**src/rtl/param_commit_pkg.sv**
```systemverilog
// Shared constants, slot map, reset defaults and FSM encoding for the
// host-parameter commit sequencer.
package param_commit_pkg;

  localparam int unsigned NUM_SLOTS = 16;
  localparam int unsigned DW        = 32;

  localparam int unsigned SLOT_PPS_IA    = 1;
  localparam int unsigned SLOT_PPS_II    = 2;
  localparam int unsigned SLOT_BIAS      = 3;
  localparam int unsigned SLOT_GAMMA_DYN = 4;
  localparam int unsigned SLOT_GAMMA_STA = 5;
  localparam int unsigned SLOT_GAIN      = 6;
  localparam int unsigned SLOT_DELAY_CNT = 7;
  localparam int unsigned SLOT_BDAMP_F   = 13;
  localparam int unsigned SLOT_BDAMP_2   = 14;
  localparam int unsigned SLOT_BDAMP_1   = 15;

  typedef enum logic [1:0] {
    StIdle   = 2'd0,
    StArmed  = 2'd1,
    StCommit = 2'd2
  } state_e;

  function automatic logic [DW-1:0] slot_default(input int unsigned idx);
    logic [DW-1:0] val;
    val = '0;
    case (idx)
      SLOT_PPS_IA:    val = 32'h3F66_6666;
      SLOT_PPS_II:    val = 32'h3F66_6666;
      SLOT_GAMMA_DYN: val = 32'h42A0_0000;
      SLOT_GAMMA_STA: val = 32'h42A0_0000;
      SLOT_GAIN:      val = 32'h0000_0001;
      SLOT_BDAMP_F:   val = 32'h3C58_44D0;
      SLOT_BDAMP_2:   val = 32'h3D14_4674;
      SLOT_BDAMP_1:   val = 32'h3E71_4120;
      default:        val = '0;
    endcase
    return val;
  endfunction

endpackage

```
**src/rtl/param_slot.sv**
```systemverilog
// One parameter slot: shadow (staged) value, active (committed) value and
// dirty flag.
module param_slot #(
  parameter int unsigned    DW      = 32,
  parameter logic [DW-1:0]  DEFAULT = '0
) (
  input  logic          clk,
  input  logic          reset_n,
  input  logic          capture,
  input  logic          commit,
  input  logic [DW-1:0] wdata,
  output logic [DW-1:0] active,
  output logic          dirty
);

  logic [DW-1:0] shadow;

  // A capture in the commit cycle wins the dirty flag; active still takes
  // the pre-capture shadow because of non-blocking semantics.
  always_ff @(posedge clk or negedge reset_n) begin
    if (!reset_n) begin
      shadow <= DEFAULT;
      active <= DEFAULT;
      dirty  <= 1'b0;
    end else begin
      if (capture) shadow <= wdata;
      if (commit && dirty) active <= shadow;
      if (capture) dirty <= 1'b1;
      else if (commit) dirty <= 1'b0;
    end
  end

endmodule

```
**src/rtl/param_commit_sequencer.sv**
```systemverilog
// Stages triggered host writes into shadow slots and applies all pending
// values atomically on the next unheld simulation tick.
module param_commit_sequencer
  import param_commit_pkg::*;
#(
  parameter int unsigned NUM_SLOTS = param_commit_pkg::NUM_SLOTS,
  parameter int unsigned DW        = param_commit_pkg::DW
) (
  input  logic                    clk,
  input  logic                    reset_n,
  input  logic [NUM_SLOTS-1:0]    trig,
  input  logic [15:0]             data_lo,
  input  logic [15:0]             data_hi,
  input  logic                    sim_tick,
  input  logic                    hold,
  output logic [NUM_SLOTS*DW-1:0] param_flat,
  output logic [NUM_SLOTS-1:0]    dirty,
  output logic                    committed,
  output logic [15:0]             commit_cnt,
  output logic [15:0]             overwrite_cnt
);

  state_e               state;
  logic [NUM_SLOTS-1:0] cap;
  logic [DW-1:0]        wdata;
  logic                 capture_any;
  logic                 overwrite;
  logic                 commit;

  // Slot 0 is reserved: mask its trigger out before anything sees it.
  assign cap         = trig & {{(NUM_SLOTS-1){1'b1}}, 1'b0};
  assign wdata       = DW'({data_hi, data_lo});
  assign capture_any = |cap;
  assign overwrite   = |(cap & dirty);
  assign commit      = (state == StCommit);

  assign param_flat[DW-1:0] = '0;
  assign dirty[0]           = 1'b0;

  for (genvar i = 1; i < NUM_SLOTS; i++) begin : g_slot
    param_slot #(
      .DW      (DW),
      .DEFAULT (slot_default(i))
    ) u_slot (
      .clk     (clk),
      .reset_n (reset_n),
      .capture (cap[i]),
      .commit  (commit),
      .wdata   (wdata),
      .active  (param_flat[i*DW +: DW]),
      .dirty   (dirty[i])
    );
  end

  always_ff @(posedge clk or negedge reset_n) begin
    if (!reset_n) begin
      state         <= StIdle;
      committed     <= 1'b0;
      commit_cnt    <= '0;
      overwrite_cnt <= '0;
    end else begin
      committed <= commit;
      if (commit) commit_cnt <= commit_cnt + 16'd1;
      if (overwrite && overwrite_cnt != 16'hFFFF) overwrite_cnt <= overwrite_cnt + 16'd1;
      case (state)
        StIdle:   if (capture_any) state <= StArmed;
        StArmed:  if (sim_tick && !hold) state <= StCommit;
        StCommit: state <= capture_any ? StArmed : StIdle;
        default:  state <= StIdle;
      endcase
    end
  end

endmodule

```
**config.mk**
```make
export PLATFORM = sky130hd
export DESIGN_NAME = param_commit_sequencer
export DESIGN_NICKNAME = d
export VERILOG_FILES = /design/src/rtl/param_commit_pkg.sv /design/src/rtl/param_slot.sv /design/src/rtl/param_commit_sequencer.sv
export SDC_FILE = /design/constraint.sdc
export NUM_CORES = 1
export LEC_CHECK = 0
export BUFFER_PORTS_ARGS = -buffer_cell sky130_fd_sc_hd__buf_2
export CORE_MARGIN = 3
export CORE_UTILIZATION = 51
export CTS_CLUSTER_DIAMETER = 200
export DETAILED_ROUTE_END_ITERATION = 10
export PLACE_DENSITY = 0.76
export SETUP_SLACK_MARGIN = 0.3
export SLEW_MARGIN = 20
export SYNTH_ARGS = -nofsm -noshare
export SYNTH_HDL_FRONTEND = slang
export SYNTH_SLANG_ARGS = --single-unit
```
**constraint.sdc**
```tcl
create_clock -name clk -period 1.65 [get_ports clk]
set_input_delay 0.33 -clock clk [delete_from_list [all_inputs] [get_ports clk]]
set_output_delay 0.33 -clock clk [all_outputs]
set_load 0.1 [all_outputs]
```
Yosys cells after proc, flatten, opt, wreduce, memory -nomap -nowiden --
Cells that the tools add are included.
Storage, ports and cells: logic and storage cells 114, input bits 52, register bits after elaboration 1010, output and inout port bits 561
Operators by class: multiplexer cells 20, add/subtract/negate cells 2, bitwise operators 1, reduce and logical (&&, ||, !) cells 37, equality and inequality tests 5
Operators by type and width (count):
- adder 16 x 1 -> 16 bit, second input constant | 2
- nonzero test 2 bit | 15
- logical AND 1 bit | 17
- 2-to-1 mux 1 bit | 17
- bitwise AND 16 bit | 1
- != test 16 bit, second input constant | 1
- OR reduction 16 bit | 1
- OR reduction 15 bit | 1
- one-hot mux 2 bit (3 select lines) | 1
- 2-to-1 mux 2 bit | 2
- != test 2 bit, second input constant | 2
- equality test 2 x 1 -> 1 bit, second input constant | 1
- equality test 2 bit, second input constant | 1
- logical NOT 2 bit | 1
- AND reduction 2 bit | 1
- logical NOT 1 bit | 1

Logic depth before layout (Yosys ltp) --
depth in word-level cells 4, mapped depth 9, depth with buffers taken out 7

Hierarchy --
A second synthesis with hierarchy kept.
Second synthesis, totals: cell total of the unflattened synthesis 2264, area total of the unflattened synthesis 40884.2 µm²
By module, submodules not included:
- param_slot (g_slot[10].u_slot ...) | area each 2582.5 µm², cells an instance 139, times used 7, sequential area each 1626.6 µm²
- param_slot (g_slot[1].u_slot ...) | area each 2627.5 µm², cells an instance 139, times used 2, sequential area each 1671.6 µm²
- param_slot (g_slot[13].u_slot ...) | area each 2612.5 µm², cells an instance 139, times used 2, sequential area each 1656.6 µm²
- param_slot (g_slot[4].u_slot ...) | area each 2592.5 µm², cells an instance 139, times used 2, sequential area each 1636.6 µm²
- param_slot (g_slot[14].u_slot) | area each 2617.5 µm², cells an instance 139, times used 1, sequential area each 1661.6 µm²
- param_slot (g_slot[6].u_slot) | area each 2585.0 µm², cells an instance 139, times used 1, sequential area each 1629.1 µm²
- param_commit_sequencer | area each 1939.4 µm², cells an instance 179, times used 1, sequential area each 875.8 µm²

Worst setup path before layout --
OpenSTA, ideal clock, no wires.
path type register to register, from reg overwrite_cnt[12], to reg overwrite_cnt[4], arrival 2168 ps, data required time 1490 ps, library setup time 160 ps, stages on the path, launching flop included 7, buffers on the path 0, setup slack -678 ps, clock period less this slack 2328 ps, path through dfrtp_1 and2_1 nand3_1 nor4_1 and2b_4 nand3_2 xnor2_1
Between the ends: word-level cells in the longest chain between the ends 2
RTL lines:
- from (decl) | line param_commit_sequencer.sv:20 | output logic [15:0] overwrite_cnt
- from (signal assigned) | line param_commit_sequencer.sv:64 | if (overwrite && overwrite_cnt != 16'hFFFF) overwrite_cnt <= overwrite_cnt + 16'd1;
- != test 16 bit | line param_commit_sequencer.sv:64
- logical AND 1 bit | line param_commit_sequencer.sv:64
Every way passes these cells. A chain may end at the register's enable or synchronous reset.

Final worst setup path --
from reg overwrite_cnt[4], to reg overwrite_cnt[15]
Between the ends: word-level cells in the longest chain between the ends 2, elaborated cells on any way between the ends 3, classes of those cells add/sub (1); eq/ne (1); reduce/logical (1)
RTL lines:
- parallel branches: the longest is 2 deep, another holds adder 16 x 1 -> 16 bit
Several ways; the timed one is not identified.

==> impl_metrics.json <==
{
  "cts_tree": "built",
  "core-area_mm2": 0.0736,
  "synth_flop_cell": "dfrtp_1",
  "synth_top_area_frac": 0.553,
  "final-hold-violation-count": 0,
  "fin_tns_setup_ps": -17000,
  "synth_area_mm2": 0.0382,
  "ys_types": 36,
  "drv_cap": 0,
  "tightest_slew_ps": 682,
  "vias": 25400,
  "cp_slowest_cell": "dfrtp_4",
  "numCtsBuffers": 102,
  "dp_cells": 3780,
  "fillers": 3402,
  "globalRoute.totalOverflow": 0,
  "synth_area_leader_cell": "dfrtp_1",
  "root_buffer": "clkbuf_16",
  "num_io_pins": 613,
  "multi_input_area_mm2": 0.0137,
  "start_kind": "flip-flop",
  "grtUsageTotal": 0.341,
  "syn2layout_area_growth_pct": 52.1,
  "grt_max_degree": 91,
  "violations": "setup timing",
  "drcViolationCount": 0,
  "clk_path_buf_depth": 3,
  "avgSynthCellArea_um2": 16.6,
  "ys_ff_latch": 1010,
  "die_area_mm2": 0.0782,
  "synth.area.top_cells": "dfrtp_1, mux2_2, dfstp_2",
  "worstSetupEndpointType": "flip-flop",
  "r2r_start": "overwrite_cnt[4]",
  "portBuffers": 578,
  "grt_pass1_wl_um": 193000,
  "synth_edf_count": 0,
  "worst-setup-path-type": "flip-flop to flip-flop",
  "r2r_cells": 7,
  "ys_async_sr_fraction": 1.00,
  "finalWorstPathRequiredPeriod_ps": 1920,
  "post-route-util": 0.789,
  "wire_per_inst_um": 35.4,
  "crit_fanout": 4,
  "status": "finished with violations",
  "drive_above_1_share": 0.724,
  "fin_crit_sh": 1.16,
  "grt_pass1_vias": 26900,
  "finClkSkew_ps": 44.3,
  "start_util": 0.519,
  "dr.pass1.iters": 5,
  "yosys-top-cells-count": "mux2_2, dfrtp_1, dfstp_2",
  "antenna_found_initial": 9,
  "cpPeakStageDelay_ps": 450,
  "clk_pin_slew_ps": 70,
  "grt_setup_unrepaired": "true",
  "place_congestion": 0.810,
  "ant_nets": 0,
  "crit_required_ps": 2210,
  "maxSlewHeadroom": 0.545,
  "dp_hpwl_um": 75000,
  "arrival_ps": 2480,
  "synth.most_common_cell": "mux2_2",
  "seq_area_mm2": 0.0256,
  "clkLatencyLatePin_ps": 680,
  "final-setup-viol-count": 317,
  "htreeDepth": 3,
  "drtIter0Drc": 1961,
  "cts_sinks": 1010,
  "wirelength_um": 150000,
  "die_h_um": 280,
  "r2r_slack_ps": -270,
  "syn_inst": 2300,
  "setup_slack_ps": -272,
  "die_x_um": 280,
  "seq_area_frac_synth": 0.667,
  "fin_cells": 4236,
  "worstPathCellList": "buf_4 > and4_4 > and3_4 > inv_2 > nor2_2 > nand4_1 > xnor2_1",
  "slew_violations": 0,
  "min_path_type": "input port to asynchronous set/reset pin",
  "fmax_ghz": 0.520,
  "viasPerCell": 5.99,
  "nNetsFinal": 3234,
  "rows": 99,
  "reg2reg_to": "overwrite_cnt[15]",
  "yosysWarnings": 0
}
layout by cell type (no fill, tap or decap), types with 3 or more instances in the layout:
cell        netlist  layout
xor2_1            8       7
clkbuf_1         38      24
nand3_2           1      10
dfrtp_2           0      56
nand2_1          31      12
nor4_1            4       3
buf_16            0       5
xnor2_1          22      13
buf_6             2      29
mux2_4            0     171
nand4_1           7       7
nand3_4           0       4
clkbuf_16         0     111
dfrtp_4           0      18
buf_4            49     230
nand2_2           0       3
diode_2           0       7
clkinv_2          0      21
and3_4            0       5
nand2_8           0      44
dfstp_2         166     166
clkbuf_8          0      22
inv_16            0       3
xnor2_2           0       9
a22oi_1           6       6
dfrtp_1         844     770
conb_1            1      33
nand2_4           0       8
nor2_4            0       4
a21o_1           15      15
bufinv_16         0      10
buf_12            0     544
inv_6             0       4
buf_8             0      32
clkinvlp_4        0       4
buf_2            60      49
mux2_2          926     790
cells by family (layout without fill, tap and decap cells):
group | after synthesis | count (layout) | share of synthesized area
AOI/OAI and AO/OA | 25 | 25 | 0.00495
xor gates and xnor gates | 30 | 30 | 0.00688
adders and majority gates | 2 | 2 | 0.000655
buffers and inverters | 191 | 1093 | 0.0260
DFF | 1010 | 1010 | 0.667
muxes | 961 | 961 | 0.283
other | 1 | 40 | 0.0000982
and+or+nand+nor | 80 | 116 | 0.0107
worst max-delay path, delay by kind of cell, from the launching register on:
family / cells / cell delay [ps]
flip-flops: 1 / 450
AND/OR/NAND/NOR: 4 / 930
XOR/XNOR: 1 / 240
buffers and inverters: 2 / 200
routing by layer:
metal / vias to the layer above / share of wire / global-route usage
met3: 561 / 0.091 / 0.0980
met2: 1523 / 0.48 / 0.570
li1: 9820 / - / -
met5: - / 0.00033 / 0
met1: 13500 / 0.35 / 0.403
met4: 8 / 0.077 / 0.180
sequential cells by signal, indices dropped and copies added (netlist names):
| signal | flops |
|---|---|
| state | 2 |
| committed | 1 |
| commit_cnt | 16 |
| g_slot.u_slot.dirty | 15 |
| g_slot.u_slot.active | 480 |
| overwrite_cnt | 16 |
| g_slot.u_slot.shadow | 480 |
cell type report:
type                    instances  share of cell area
multi-input cells            1167               0.236
clock buffers                 150              0.0516
clock inverters                44             0.00956
inverters                       2            0.000345
diodes                          7            0.000302
flip-flops and latches       1010               0.441
well taps                     959              0.0207
repair buffers                897               0.241
worst max-delay path by stage:
stage | startpoint | endpoint | slack [ps] | cells past startpoint
floorplan | overwrite_cnt[8] | overwrite_cnt[2] | -60 | 4
global placement | trig[1] | overwrite_cnt[10] | -290 | 7
detailed placement | trig[1] | overwrite_cnt[8] | -320 | 7
CTS | g_slot[1].u_slot.dirty | overwrite_cnt[10] | -200 | 6
global route | overwrite_cnt[4] | overwrite_cnt[15] | -330 | 7
finish | overwrite_cnt[4] | overwrite_cnt[15] | -270 | 7
what timing repair did:
item	in CTS	in global routing
endpoints found under the setup margin	1034	1035
pin swaps	24	36
hold buffers	1	0
gates cloned	15	29
setup buffers	126	84
gates resized for setup	1936	223
endpoints found under the hold margin	382	0
through the flow:
stage	hold WS [ps]	setup WS [ps]	cell area (um^2)
2_1_floorplan	34.4	-63.4	39200
3_3_place_gp	233	-288	44000
3_5_place_dp	233	-323	44000
4_1_cts	59.9	-199	56000
5_1_grt	117	-327	58100
6_report	136	-272	58100
Power is left out: the tool's default activity adds up to more than one toggle a clock period on the data nets, which glitch-free logic cannot reach.
